**src/rtl/seven_seg_pkg.sv**
```systemverilog
// Seven-segment code constants and decode helper shared by the hex display
// encoder and the sevenseg_to_nibble decoder.
package seven_seg_pkg;

  // Segment masks in the packed vector {A,B,C,D,E,F,G}.
  localparam logic [6:0] SEG_A = 7'b100_0000;
  localparam logic [6:0] SEG_B = 7'b010_0000;
  localparam logic [6:0] SEG_C = 7'b001_0000;
  localparam logic [6:0] SEG_D = 7'b000_1000;
  localparam logic [6:0] SEG_E = 7'b000_0100;
  localparam logic [6:0] SEG_F = 7'b000_0010;
  localparam logic [6:0] SEG_G = 7'b000_0001;

  localparam logic [6:0] CODE_0     = 7'h7E;
  localparam logic [6:0] CODE_1     = 7'h30;
  localparam logic [6:0] CODE_2     = 7'h6D;
  localparam logic [6:0] CODE_3     = 7'h79;
  localparam logic [6:0] CODE_4     = 7'h33;
  localparam logic [6:0] CODE_5     = 7'h5B;
  localparam logic [6:0] CODE_6     = 7'h1F;
  localparam logic [6:0] CODE_7     = 7'h70;
  localparam logic [6:0] CODE_8     = 7'h7F;
  localparam logic [6:0] CODE_9     = 7'h73;
  localparam logic [6:0] CODE_A     = 7'h77;
  localparam logic [6:0] CODE_B     = 7'h1F;
  localparam logic [6:0] CODE_C     = 7'h4E;
  localparam logic [6:0] CODE_D     = 7'h3D;
  localparam logic [6:0] CODE_E     = 7'h4F;
  localparam logic [6:0] CODE_F     = 7'h47;
  localparam logic [6:0] CODE_BLANK = 7'h00;

  typedef enum logic {
    ST_SETTLE,
    ST_LOCKED
  } state_e;

  typedef struct packed {
    logic       error;
    logic [3:0] nibble;
  } decode_t;

  // Pattern to {error, nibble}; anything outside the table (blank included)
  // reports error with nibble 0.
  function automatic decode_t decode_seg(input logic [6:0] seg);
    decode_t r;
    r.error  = 1'b0;
    r.nibble = 4'h0;
    case (seg)
      CODE_0:  r.nibble = 4'h0;
      CODE_1:  r.nibble = 4'h1;
      CODE_2:  r.nibble = 4'h2;
      CODE_3:  r.nibble = 4'h3;
      CODE_4:  r.nibble = 4'h4;
      CODE_5:  r.nibble = 4'h5;
      CODE_6:  r.nibble = 4'h6; // CODE_B shares this pattern and reads back as 6
      CODE_7:  r.nibble = 4'h7;
      CODE_8:  r.nibble = 4'h8;
      CODE_9:  r.nibble = 4'h9;
      CODE_A:  r.nibble = 4'hA;
      CODE_C:  r.nibble = 4'hC;
      CODE_D:  r.nibble = 4'hD;
      CODE_E:  r.nibble = 4'hE;
      CODE_F:  r.nibble = 4'hF;
      default: r.error  = 1'b1;
    endcase
    return r;
  endfunction

endpackage

```
**src/rtl/sync_2ff.sv**
```systemverilog
// Two-flop synchronizer for a bus of independent asynchronous lines.
module sync_2ff #(
  parameter int unsigned WIDTH = 1
) (
  input  logic             clk_i,
  input  logic             rst_ni,
  input  logic [WIDTH-1:0] d_i,
  output logic [WIDTH-1:0] q1_o,
  output logic [WIDTH-1:0] q_o
);

  logic [WIDTH-1:0] meta_q;
  logic [WIDTH-1:0] sync_q;

  // Capture the raw lines, then re-time them through the second stage.
  always_ff @(posedge clk_i or negedge rst_ni) begin
    if (!rst_ni) begin
      meta_q <= '0;
      sync_q <= '0;
    end else begin
      meta_q <= d_i;
      sync_q <= meta_q;
    end
  end

  // First-stage tap is the sample that becomes q_o on the next edge; a
  // comparison against it sees a change one cycle earlier than q_o does.
  assign q1_o = meta_q;
  assign q_o  = sync_q;

endmodule

```
**src/rtl/sevenseg_to_nibble.sv**
```systemverilog
// Glitch-filtered seven-segment to nibble decoder with valid/blank/error.
module sevenseg_to_nibble
  import seven_seg_pkg::*;
#(
  parameter int unsigned STABLE_CYCLES = 4
) (
  input  logic       i_Clk,
  input  logic       i_Rst_L,
  input  logic       i_Segment_A,
  input  logic       i_Segment_B,
  input  logic       i_Segment_C,
  input  logic       i_Segment_D,
  input  logic       i_Segment_E,
  input  logic       i_Segment_F,
  input  logic       i_Segment_G,
  output logic [3:0] o_Nibble,
  output logic       o_Valid,
  output logic       o_Blank,
  output logic       o_Error
);

  localparam int unsigned      CNT_W    = $clog2(STABLE_CYCLES + 1);
  localparam logic [CNT_W-1:0] CNT_LAST = CNT_W'(STABLE_CYCLES - 1);
  localparam logic [CNT_W-1:0] CNT_MAX  = CNT_W'(STABLE_CYCLES);

  logic [6:0]       seg_raw;
  logic [6:0]       seg_next;
  logic [6:0]       seg_s;
  logic             seg_same;
  decode_t          dec;

  state_e           state_q, state_d;
  logic [CNT_W-1:0] cnt_q, cnt_d;
  logic [6:0]       accepted_q, accepted_d;
  logic [3:0]       nibble_q, nibble_d;
  logic             valid_q, valid_d;
  logic             blank_q, blank_d;
  logic             error_q, error_d;

  assign seg_raw = {i_Segment_A, i_Segment_B, i_Segment_C, i_Segment_D,
                    i_Segment_E, i_Segment_F, i_Segment_G};

  sync_2ff #(.WIDTH(7)) u_sync (
    .clk_i  (i_Clk),
    .rst_ni (i_Rst_L),
    .d_i    (seg_raw),
    .q1_o   (seg_next),
    .q_o    (seg_s)
  );

  // seg_next is the value s takes on the coming edge, so "s unchanged" is
  // judged one cycle ahead; this gives the STABLE_CYCLES+2 edge latency.
  assign seg_same = (seg_next == seg_s);
  assign dec      = decode_seg(seg_s);

  // Stability FSM: count matching samples, accept on entry to LOCKED.
  always_comb begin
    state_d    = state_q;
    cnt_d      = cnt_q;
    accepted_d = accepted_q;
    nibble_d   = nibble_q;
    valid_d    = 1'b0;
    blank_d    = blank_q;
    error_d    = error_q;
    case (state_q)
      ST_SETTLE: begin
        if (!seg_same) begin
          cnt_d = '0;
        end else if (cnt_q >= CNT_LAST) begin
          cnt_d   = CNT_MAX;
          state_d = ST_LOCKED;
          if (seg_s != accepted_q) begin
            accepted_d = seg_s;
            if (seg_s == CODE_BLANK) begin
              blank_d = 1'b1;
              error_d = 1'b0;
            end else begin
              valid_d  = 1'b1;
              blank_d  = 1'b0;
              error_d  = dec.error;
              nibble_d = dec.error ? 4'h0 : dec.nibble;
            end
          end
        end else begin
          cnt_d = cnt_q + CNT_W'(1);
        end
      end
      ST_LOCKED: begin
        if (!seg_same) begin
          cnt_d   = '0;
          state_d = ST_SETTLE;
        end
      end
      default: begin
        cnt_d   = '0;
        state_d = ST_SETTLE;
      end
    endcase
  end

  // State, counter, accepted pattern and output registers.
  always_ff @(posedge i_Clk or negedge i_Rst_L) begin
    if (!i_Rst_L) begin
      state_q    <= ST_SETTLE;
      cnt_q      <= '0;
      accepted_q <= CODE_BLANK;
      nibble_q   <= 4'h0;
      valid_q    <= 1'b0;
      blank_q    <= 1'b1;
      error_q    <= 1'b0;
    end else begin
      state_q    <= state_d;
      cnt_q      <= cnt_d;
      accepted_q <= accepted_d;
      nibble_q   <= nibble_d;
      valid_q    <= valid_d;
      blank_q    <= blank_d;
      error_q    <= error_d;
    end
  end

  assign o_Nibble = nibble_q;
  assign o_Valid  = valid_q;
  assign o_Blank  = blank_q;
  assign o_Error  = error_q;

endmodule
```
**config.mk**
```make
export PLATFORM = sky130hd
export DESIGN_NAME = sevenseg_to_nibble
export DESIGN_NICKNAME = d
export VERILOG_FILES = /design/src/rtl/seven_seg_pkg.sv /design/src/rtl/sync_2ff.sv /design/src/rtl/sevenseg_to_nibble.sv
export SDC_FILE = /design/constraint.sdc
export NUM_CORES = 1
export LEC_CHECK = 0
export CELL_PAD_IN_SITES_DETAIL_PLACEMENT = 1
export CELL_PAD_IN_SITES_GLOBAL_PLACEMENT = 2
export CORE_MARGIN = 4
export CORE_UTILIZATION = 33
export CTS_CLUSTER_SIZE = 40
export DETAILED_ROUTE_END_ITERATION = 10
export PLACE_DENSITY = 0.72
export SLEW_MARGIN = 10
export SYNTH_ARGS = -nofsm -noshare
export SYNTH_HDL_FRONTEND = slang
export SYNTH_HIERARCHICAL = 1
export SYNTH_SLANG_ARGS = --single-unit
```
**constraint.sdc**
```tcl
create_clock -name i_Clk -period 2.2 [get_ports i_Clk]
set_clock_uncertainty 0.15 [all_clocks]
set_input_delay 0.22 -clock i_Clk [delete_from_list [all_inputs] [get_ports i_Clk]]
set_output_delay 0.22 -clock i_Clk [all_outputs]
set_load 0.01 [all_outputs]
```
# Word-level counts from Yosys, hierarchy flattened
# Cells that the tools add are included.
# W data, S select, Z words.
[word_totals] inputBits=9 out_inout_bits=7 regBits=32 wordCells=53
[classes] n_eq_ne=18 n_bitwise=2 addsub=1 muxes=18 reduce_logical=4 order_cmp=1
[ops] operator="$eq A7 B7 Y1 const B" n=11
[ops] operator="$pmux W4 S14" n=1
[ops] operator="$eq A7 B6 Y1 const B" n=3
[ops] operator="$reduce_or A15 Y1" n=1
[ops] operator="$mux W1" n=11
[ops] operator="$mux W3" n=3
[ops] operator="$eq A7 B5 Y1 const B" n=1
[ops] operator="$eq A7 B7 Y1" n=1
[ops] operator="$logic_not A7 Y1" n=1
[ops] operator="$ne A7 B7 Y1" n=1
[ops] operator="$pmux W3 S2" n=1
[ops] operator="$reduce_and A5 Y1" n=1
[ops] operator="$mux W4" n=1
[ops] operator="$reduce_and A4 Y1" n=1
[ops] operator="$add A3 B1 Y3 const B" n=1
[ops] operator="$ge A3 B2 Y1 const B" n=1
[ops] operator="$ne A2 B2 Y1 const B" n=1
[ops] operator="$not A1 Y1" n=2
[ops] operator="$pmux W1 S2" n=1

# Depth between registers and ports, before layout
# Gate-level depths: netlist of run 1.
[logic_depth] word_depth=6 depth_mapped=7 ltp_nobuf=7

# By module
# Netlist of run 1, hierarchy kept.
[by_module_without_submodules] mod="sevenseg_to_nibble" cells_each=133 instances=1 seq_area_each_um2=451.7 area_per_inst_um2=1286.2
[by_module_without_submodules] mod="sync_2ff" cells_each=14 instances=1 seq_area_each_um2=350.3 area_per_inst_um2=350.3

# Least setup slack after synthesis of run 1
# OpenSTA, ideal clock, no wires.
[synth_timing] path_kind="register -> register" start="reg u_sync.sync_q[3] (netlist: u_sync/q_o[3])" end="reg error_q (netlist: o_Error)" setup_time_ps=127 arrival_ps=1841 path_buffers=1 slack_ps=81 required_ps=1923 stages_incl_launch_ff=7 period_less_slack_ps=2119 path_cell_list="dfrtp_1 buf_6 xor2_2 nor4_4 nand4_4 or3_4 mux2_1"
[synth_between] elab_chain_cells=4 word_cells_on_any_way=22 classes_between="17 x eq/ne; 2 x mux; 3 x reduce/logical"
[synth_lines] element="start: declaration" line="sync_2ff.sv:13" text="logic [WIDTH-1:0] sync_q;"
[synth_lines] element="start signal: assignment" line="sync_2ff.sv:22" text="sync_q <= meta_q;"
[synth_lines] element="$eq A7 B7 Y1 (tied with other cells)" line="seven_seg_pkg.sv:48" text="case (seg)"
[synth_lines] element="$reduce_or A15 Y1 (no source line)"
[synth_lines] element="$mux W1" line="seven_seg_pkg.sv:48"
[synth_lines] element="$mux W1" line="sevenseg_to_nibble.sv:74" text="if (seg_s == CODE_BLANK) begin"
[synth_lines] element="end signal: assignment" line="sevenseg_to_nibble.sv:118" text="error_q <= error_d;"
[synth_lines] element="end: declaration" line="sevenseg_to_nibble.sv:38" text="logic error_q, error_d;"
# Several ways; a longest one is shown, not always the timed one.
# A chain may end at the register's enable or synchronous reset.

# Worst setup path in the final report of run 1
[layout_timing] start="reg cnt_q[1]" end="reg nibble_q[1] (netlist: o_Nibble[1])"
[layout_between] elab_chain_cells=2
[layout_lines] element="start: declaration" line="sevenseg_to_nibble.sv:33" text="logic [CNT_W-1:0] cnt_q, cnt_d;"
[layout_lines] element="start signal: assignment" line="sevenseg_to_nibble.sv:113" text="cnt_q <= cnt_d;"
[layout_lines] element="$ge A3 B2 Y1" line="sevenseg_to_nibble.sv:69" text="end else if (cnt_q >= CNT_LAST) begin"
[layout_lines] element="$reduce_and A5 Y1 (no source line)"
[layout_lines] element="end signal: assignment" line="sevenseg_to_nibble.sv:115" text="nibble_q <= nibble_d;"
[layout_lines] element="end: declaration" line="sevenseg_to_nibble.sv:35" text="logic [3:0] nibble_q, nibble_d;"
# Every way passes these cells.

==> results of run 1 <==
==> through the flow <==
stage / total power [uW] / hold WS (ps) / util / setup TNS [ps] / setup slack [ps]
detailed placement: 752 / 233 / 0.406 / -790 / -98.5
global placement: 747 / 231 / 0.406 / -153 / -24.2
CTS: 1320 / 192 / 0.438 / -8.00 / -6.62
floorplan: 695 / -226 / - / 0 / 81.4
finish: 1300 / 180 / 0.448 / 0 / 44.5
global route: 1360 / 211 / 0.448 / -232 / -58.5
==> cells in the final DEF (no fill, tap or decap), drive strengths merged, types with 2 or more instances in the layout <==
cell type,count
a211oi,2
a21oi,8
a31oi,2
a41o,2
and3,2
buf,16
clkbuf,6
clkdlybuf4s50,15
dfrtp,31
ha,2
inv,4
mux2,12
nand2,7
nand2b,2
nand3,2
nand4,2
nor2,8
nor3,4
nor4,3
nor4b,5
o21ai,7
or2,2
or3b,2
xnor2,7
xor2,8
==> routing by layer <==
layer | GRT usage | up-vias
met4 | 0.0769 | 0
met3 | 0.0333 | 10
met1 | 0.176 | 626
li1 | - | 575
met2 | 0.230 | 19
met5 | 0 | -
==> power by group <==
group	total (uW)	switching (uW)	internal (uW)
clock network	552	217	336
registers	620	17.7	602
logic	123	68.0	55.1
==> registers in the layout (all words and copies together), names as in the netlist <==
| signal | count |
|---|---|
| accepted_q | 7 |
| u_sync/q1_o | 7 |
| u_sync/q_o | 7 |
| o_Nibble | 4 |
| cnt_q | 3 |
| o_Blank | 1 |
| o_Error | 1 |
| o_Valid | 1 |
| state_q | 1 |
==> logic make-up (layout without fill, tap and decap cells) <==
group | Yosys count | count (layout) | synth area share
simple gates | 43 | 43 | 0.178
flops | 32 | 32 | 0.490
compound gates | 27 | 27 | 0.104
xor+xnor | 15 | 15 | 0.0849
buf+inv | 15 | 43 | 0.0390
mux | 13 | 13 | 0.0887
fa+ha+maj | 2 | 2 | 0.0153
==> what timing repair did <==
item,CTS,global route
hold endpoints to repair,0,0
endpoints found under the setup margin,11,11
setup buffers,2,1
pin swaps,1,2
resized for setup,4,9
==> worst max-delay path by stage <==
stage / from / to / slack, ps / cells past startpoint
detailed placement: cnt_q[1] / accepted_q[3] / -100 / 7
CTS: cnt_q[1] / accepted_q[3] / -7 / 7
floorplan: u_sync/q_o[3] / o_Error / 80 / 6
global route: cnt_q[0] / o_Nibble[1] / -60 / 7
finish: cnt_q[1] / o_Nibble[1] / 40 / 7
global placement: cnt_q[1] / accepted_q[4] / -20 / 7
==> worst max-delay path: stages (launching register included) <==
cell and delay, ps:
dfrtp_1 370, ha_2 200, ha_4 130, a211oi_2 40, or2_4 240, a41o_4 270
nor3_4 310, mux2_4 340
==> final cells by class <==
| type | count | area (sq um) |
|---|---|---|
| multi-input combinational | 100 | 837 |
| timing repair buffer | 31 | 283 |
| inverter | 4 | 15.0 |
| tap | 67 | 83.8 |
| fill | 534 | 2630 |
| sequential | 32 | 802 |
| clock inverter | 2 | 35.0 |
| clock buffer | 6 | 72.6 |
==> summary.txt, run 1 <==
Setup path
  – CP endpoint kind: register
  – Startpoint Class: register
  – Critical path arrival: 2180 ps
  – Worst R2R Path Depth: 7
  – FF-to-FF End: o_Nibble[1]
  – Reg2Reg Setup Slack: 40 ps
  – Reg2reg start: cnt_q[1]
  – Kind of critical path: reg2reg
  – CP Max Fanout: 4
  – CP Data Required Time: 2230 ps

Yosys
  – Seq/Total Area, Yosys: 0.490
  – Syn nets: 158
  – EDFF count, synth: 0
  – Share of the synthesized area in the top cell type: 0.474
  – Cells after Synth: 147
  – Ys Warns: 6
  – Most used flip-flop cell after synthesis: dfrtp_1
  – Synth area leader: dfrtp_1
  – Netlist area before placement: 1640 sq um
  – Synth Area per Inst: 11.1 sq um
  – Synth top area cells: dfrtp_1 47%, mux2_2 5.5%, xnor2_1 3.7%
  – Post-synth top cells: 31 x dfrtp_1, 9 x clkbuf_1, 8 x a21oi_1, 8 x mux2_2
  – Netlist cell types: 43
  – Ys async rst share: 1.00
  – Count leader, synth: dfrtp_1
  – Seq cells post-synth: 32

Min path
  – Hold Path Class: in2async

Drt
  – Detailed Route WL: 3.94 mm
  – Wire per inst: 16.3 microns
  – Drt first pass iters: 4
  – Met1 Wirelength: 1.74 mm
  – Metal3 WL: 111 microns
  – Vias per inst: 5.08
  – Final ANT Viol Nets: 0
  – First DRT Iteration DRCs: 52
  – Vias post-DR: 1230
  – Met2 routed WL: 1.97 mm
  – Top layer in use: met4
  – DRC: 0

CTS
  – # H-tree levels: 2
  – Hold_buf cts: 0
  – Number of buffers created by CTS: 5
  – Worst-path clk slew: 70 ps
  – Max Root-Sink Buffers: 2
  – Worst-skew pair later-pin latency: 290 ps
  – Clock Sinks: 32
  – Root Buffer: clkbuf_8
  – CTS tree: yes

Global route
  – Gr usage total: 0.143
  – Initial antenna violation count: 0
  – Grt total ovfl: 0
  – Largest net degree at the start of global routing: 33
  – Global-route wire length before repair: 6.72 mm
  – Vias in the first global route: 1328

Timing
  – Worst-Margin Slew: 397 ps
  – Fmax: 0.464 GHz
  – Final max-slew violation count: 0
  – Relative slew margins: 0.735
  – Final hold violation count: 0
  – Post-layout minimum cycle time: 2160 ps
  – Final cycle utilization of the critical path: 0.980
  – Setup violations, final: 0
  – Unrepaired setup endpoints after global routing: true

Floorplan
  – Core ar.: 4750 sq um
  – Die Y-Extent: 78.4 microns
  – Die footprint: 6150 sq um
  – Num rows: 25
  – Die Wd: 78.4 microns
  – Initial Util: 0.344
  – I/O pin cnt: 16

Power
  – Max IR drop VDD: 461 uV
  – P_leak: 0.000904 uW
  – PD cells: 609 nW/um^2

Placement
  – PortBufs: 15
  – Placed cells: 231
  – HPWL Detailed: 2.78 mm
  – Gpl congestion: 0.775
  – Dpl cell area: 1930 sq um

Final layout
  – Post-route cell area: 2130 sq um
  – Syn-to-layout area delta: 30.0%
  – Non-Filler Instances: 242
  – N_diodes: 0
  – Nets: 185
  – Layout cells sized above 1: 0.286

Job
  – Max-capacitance violation count: 0

Run status
  – Outcome: finished clean
Power figures use the tool's default switching activity.
==> run 2: changes to the inputs <==
Settings changed: TNS_END_PERCENT set to 20.
==> summary.txt, run 2 (synthesized netlist as in run 1, its figures left out) <==
Timing
  – Fin Hold WS: 180 ps (-0.0580 ps)
  – Post-layout minimum cycle time: 2160 ps (-0.0564 ps)
  – Relative slew margins: 0.735 (unchanged)
  – Final max-slew violation count: 0 (unchanged)
  – Fmax: 0.464 GHz (about the same)
  – Unrepaired setup endpoints after global routing: true
  – Final cycle utilization of the critical path: 0.980 (about the same)
  – Setup violations, final: 0 (unchanged)
  – Worst-Margin Slew: 397 ps (unchanged)
  – Final hold violation count: 0 (unchanged)

Global route
  – Global-route wire length before repair: 6.72 mm (unchanged)
  – Vias in the first global route: 1328 (unchanged)
  – Gr usage total: 0.143 (unchanged)
  – Initial antenna violation count: 0 (unchanged)
  – Largest net degree at the start of global routing: 33 (unchanged)
  – Grt total ovfl: 0 (unchanged)

Placement
  – Dpl cell area: 1930 sq um (unchanged)
  – Gpl congestion: 0.775 (unchanged)
  – PortBufs: 15 (unchanged)
  – HPWL Detailed: 2.78 mm (unchanged)

Floorplan
  – Initial Util: 0.344 (unchanged)
  – Die Wd: 78.4 microns (unchanged)
  – Num rows: 25 (unchanged)
  – Die footprint: 6150 sq um (unchanged)
  – Die Y-Extent: 78.4 microns (unchanged)
  – I/O pin cnt: 16 (unchanged)
  – Core ar.: 4750 sq um (unchanged)

Drt
  – Wire per inst: 16.3 microns (about the same)
  – First DRT Iteration DRCs: 50 (-3.8%)
  – Final ANT Viol Nets: 0 (unchanged)
  – Vias post-DR: 1231 (+0.081%)
  – Vias per inst: 5.09 (about the same)
  – DRC: 0 (unchanged)
  – Detailed Route WL: 3.94 mm (about the same)
  – Drt first pass iters: 4 (unchanged)

Setup path
  – CP Max Fanout: 4 (unchanged)
  – CP Data Required Time: 2230 ps (about the same)
  – Kind of critical path: reg2reg
  – Startpoint Class: register
  – CP endpoint kind: register
  – Critical path arrival: 2180 ps (about the same)

CTS
  – Clock Sinks: 32 (unchanged)
  – Worst-skew pair later-pin latency: 290 ps (about the same)
  – Worst-path clk slew: 70 ps (about the same)
  – Max Root-Sink Buffers: 2 (unchanged)
  – CTS tree: yes
  – Number of buffers created by CTS: 5 (unchanged)
  – Hold_buf cts: 0 (unchanged)
  – # H-tree levels: 2 (unchanged)
  – Root Buffer: clkbuf_8

Final layout
  – N_diodes: 0 (unchanged)
  – Post-route cell area: 2130 sq um (unchanged)
  – Syn-to-layout area delta: 30.0% (unchanged)
  – Nets: 185 (unchanged)
  – Most common cell after layout, fill and taps aside: dfrtp_1
  – FILL cells: 534 (unchanged)
  – Most frequent cells in the layout: 31 x dfrtp_1, 15 x clkdlybuf4s50_1, 15 x buf_4
  – Layout cells sized above 1: 0.286 (unchanged)

Power
  – Total chip power: 1300 uW (about the same)
  – PD cells: 609 nW/um^2 (about the same)
  – Max IR drop VDD: 461 uV (about the same)
  – P_leak: 0.000904 uW (unchanged)

Min path
  – Hold Path Class: in2async

Job
  – Max-capacitance violation count: 0 (unchanged)

Run status
  – Outcome: finished clean
[run 2: cell counts in the layout (fill, tap and decap cells not counted)]
No cell type changed its count.
[run 2: routing by layer]
metal	GRT usage	share of wire	vias to the layer above	routed length, microns
met3	0.0333	0.028	10	111
met4	0.0769	0.029	0	115
li1	-	-	575	-
met5	0	0	-	0
met1	0.176	0.44	627	1740
met2	0.230	0.50	19	1970
[run 2: area by class of cell]
class | instances | area, sq um | share of cell area
flip-flops and latches | 32 | 802 | 0.377
clock inverters | 2 | 35.0 | 0.0165
inverters | 4 | 15.0 | 0.00705
repair buffers | 31 | 283 | 0.133
multi-input cells | 100 | 837 | 0.393
clock buffers | 6 | 72.6 | 0.0341
well taps | 67 | 83.8 | 0.0394
[run 2: final timing paths]
| path | from | endpoint | slack (ps) | cells past startpoint |
|---|---|---|---|---|
| max | cnt_q[1] | o_Nibble[1] | 40 | 7 |
| min | i_Rst_L | accepted_q[0] | 180 | 2 |
| max reg2reg | cnt_q[1] | o_Nibble[1] | 40 | 7 |
| min in group i_Clk | i_Segment_D | u_sync/q1_o[3] | 220 | 1 |
| max in group asynchronous | i_Rst_L | o_Blank | 1400 | 2 |
| min reg2reg | u_sync/q1_o[0] | u_sync/q_o[0] | 240 | 0 |
[run 2: stage by stage]
| step | utilization | setup TNS (ps) | setup WS, ps | cells |
|---|---|---|---|---|
| floorplan | - | 0 | 81.4 | 147 |
| global placement | 0.406 | -153 | -24.2 | 231 |
| detailed placement | 0.406 | -790 | -98.5 | 231 |
| CTS | 0.438 | -8.00 | -6.62 | 241 |
| global route | 0.448 | -232 | -58.5 | 242 |
| finish | 0.448 | 0 | 44.5 | 242 |
[run 2: worst max-delay path, cell delays in order, from the launching register on]
cell and delay, ps:
dfrtp_1 370, ha_2 200, ha_4 130, a211oi_2 40, or2_4 240, a41o_4 270, nor3_4 310, mux2_4 340
[run 2: timing repair]
item	CTS	global route
setup buffers	2	1
pin swaps	1	2
setup endpoints to repair	11	11
resized for setup	4	9
[run 2: report_power, final]
part           leakage [uW]  switching [uW]  total (uW)  internal [uW]
clock             0.0000552             217         552            336
sequential         0.000411            17.7         620            602
combinational      0.000437            68.0         123           55.1
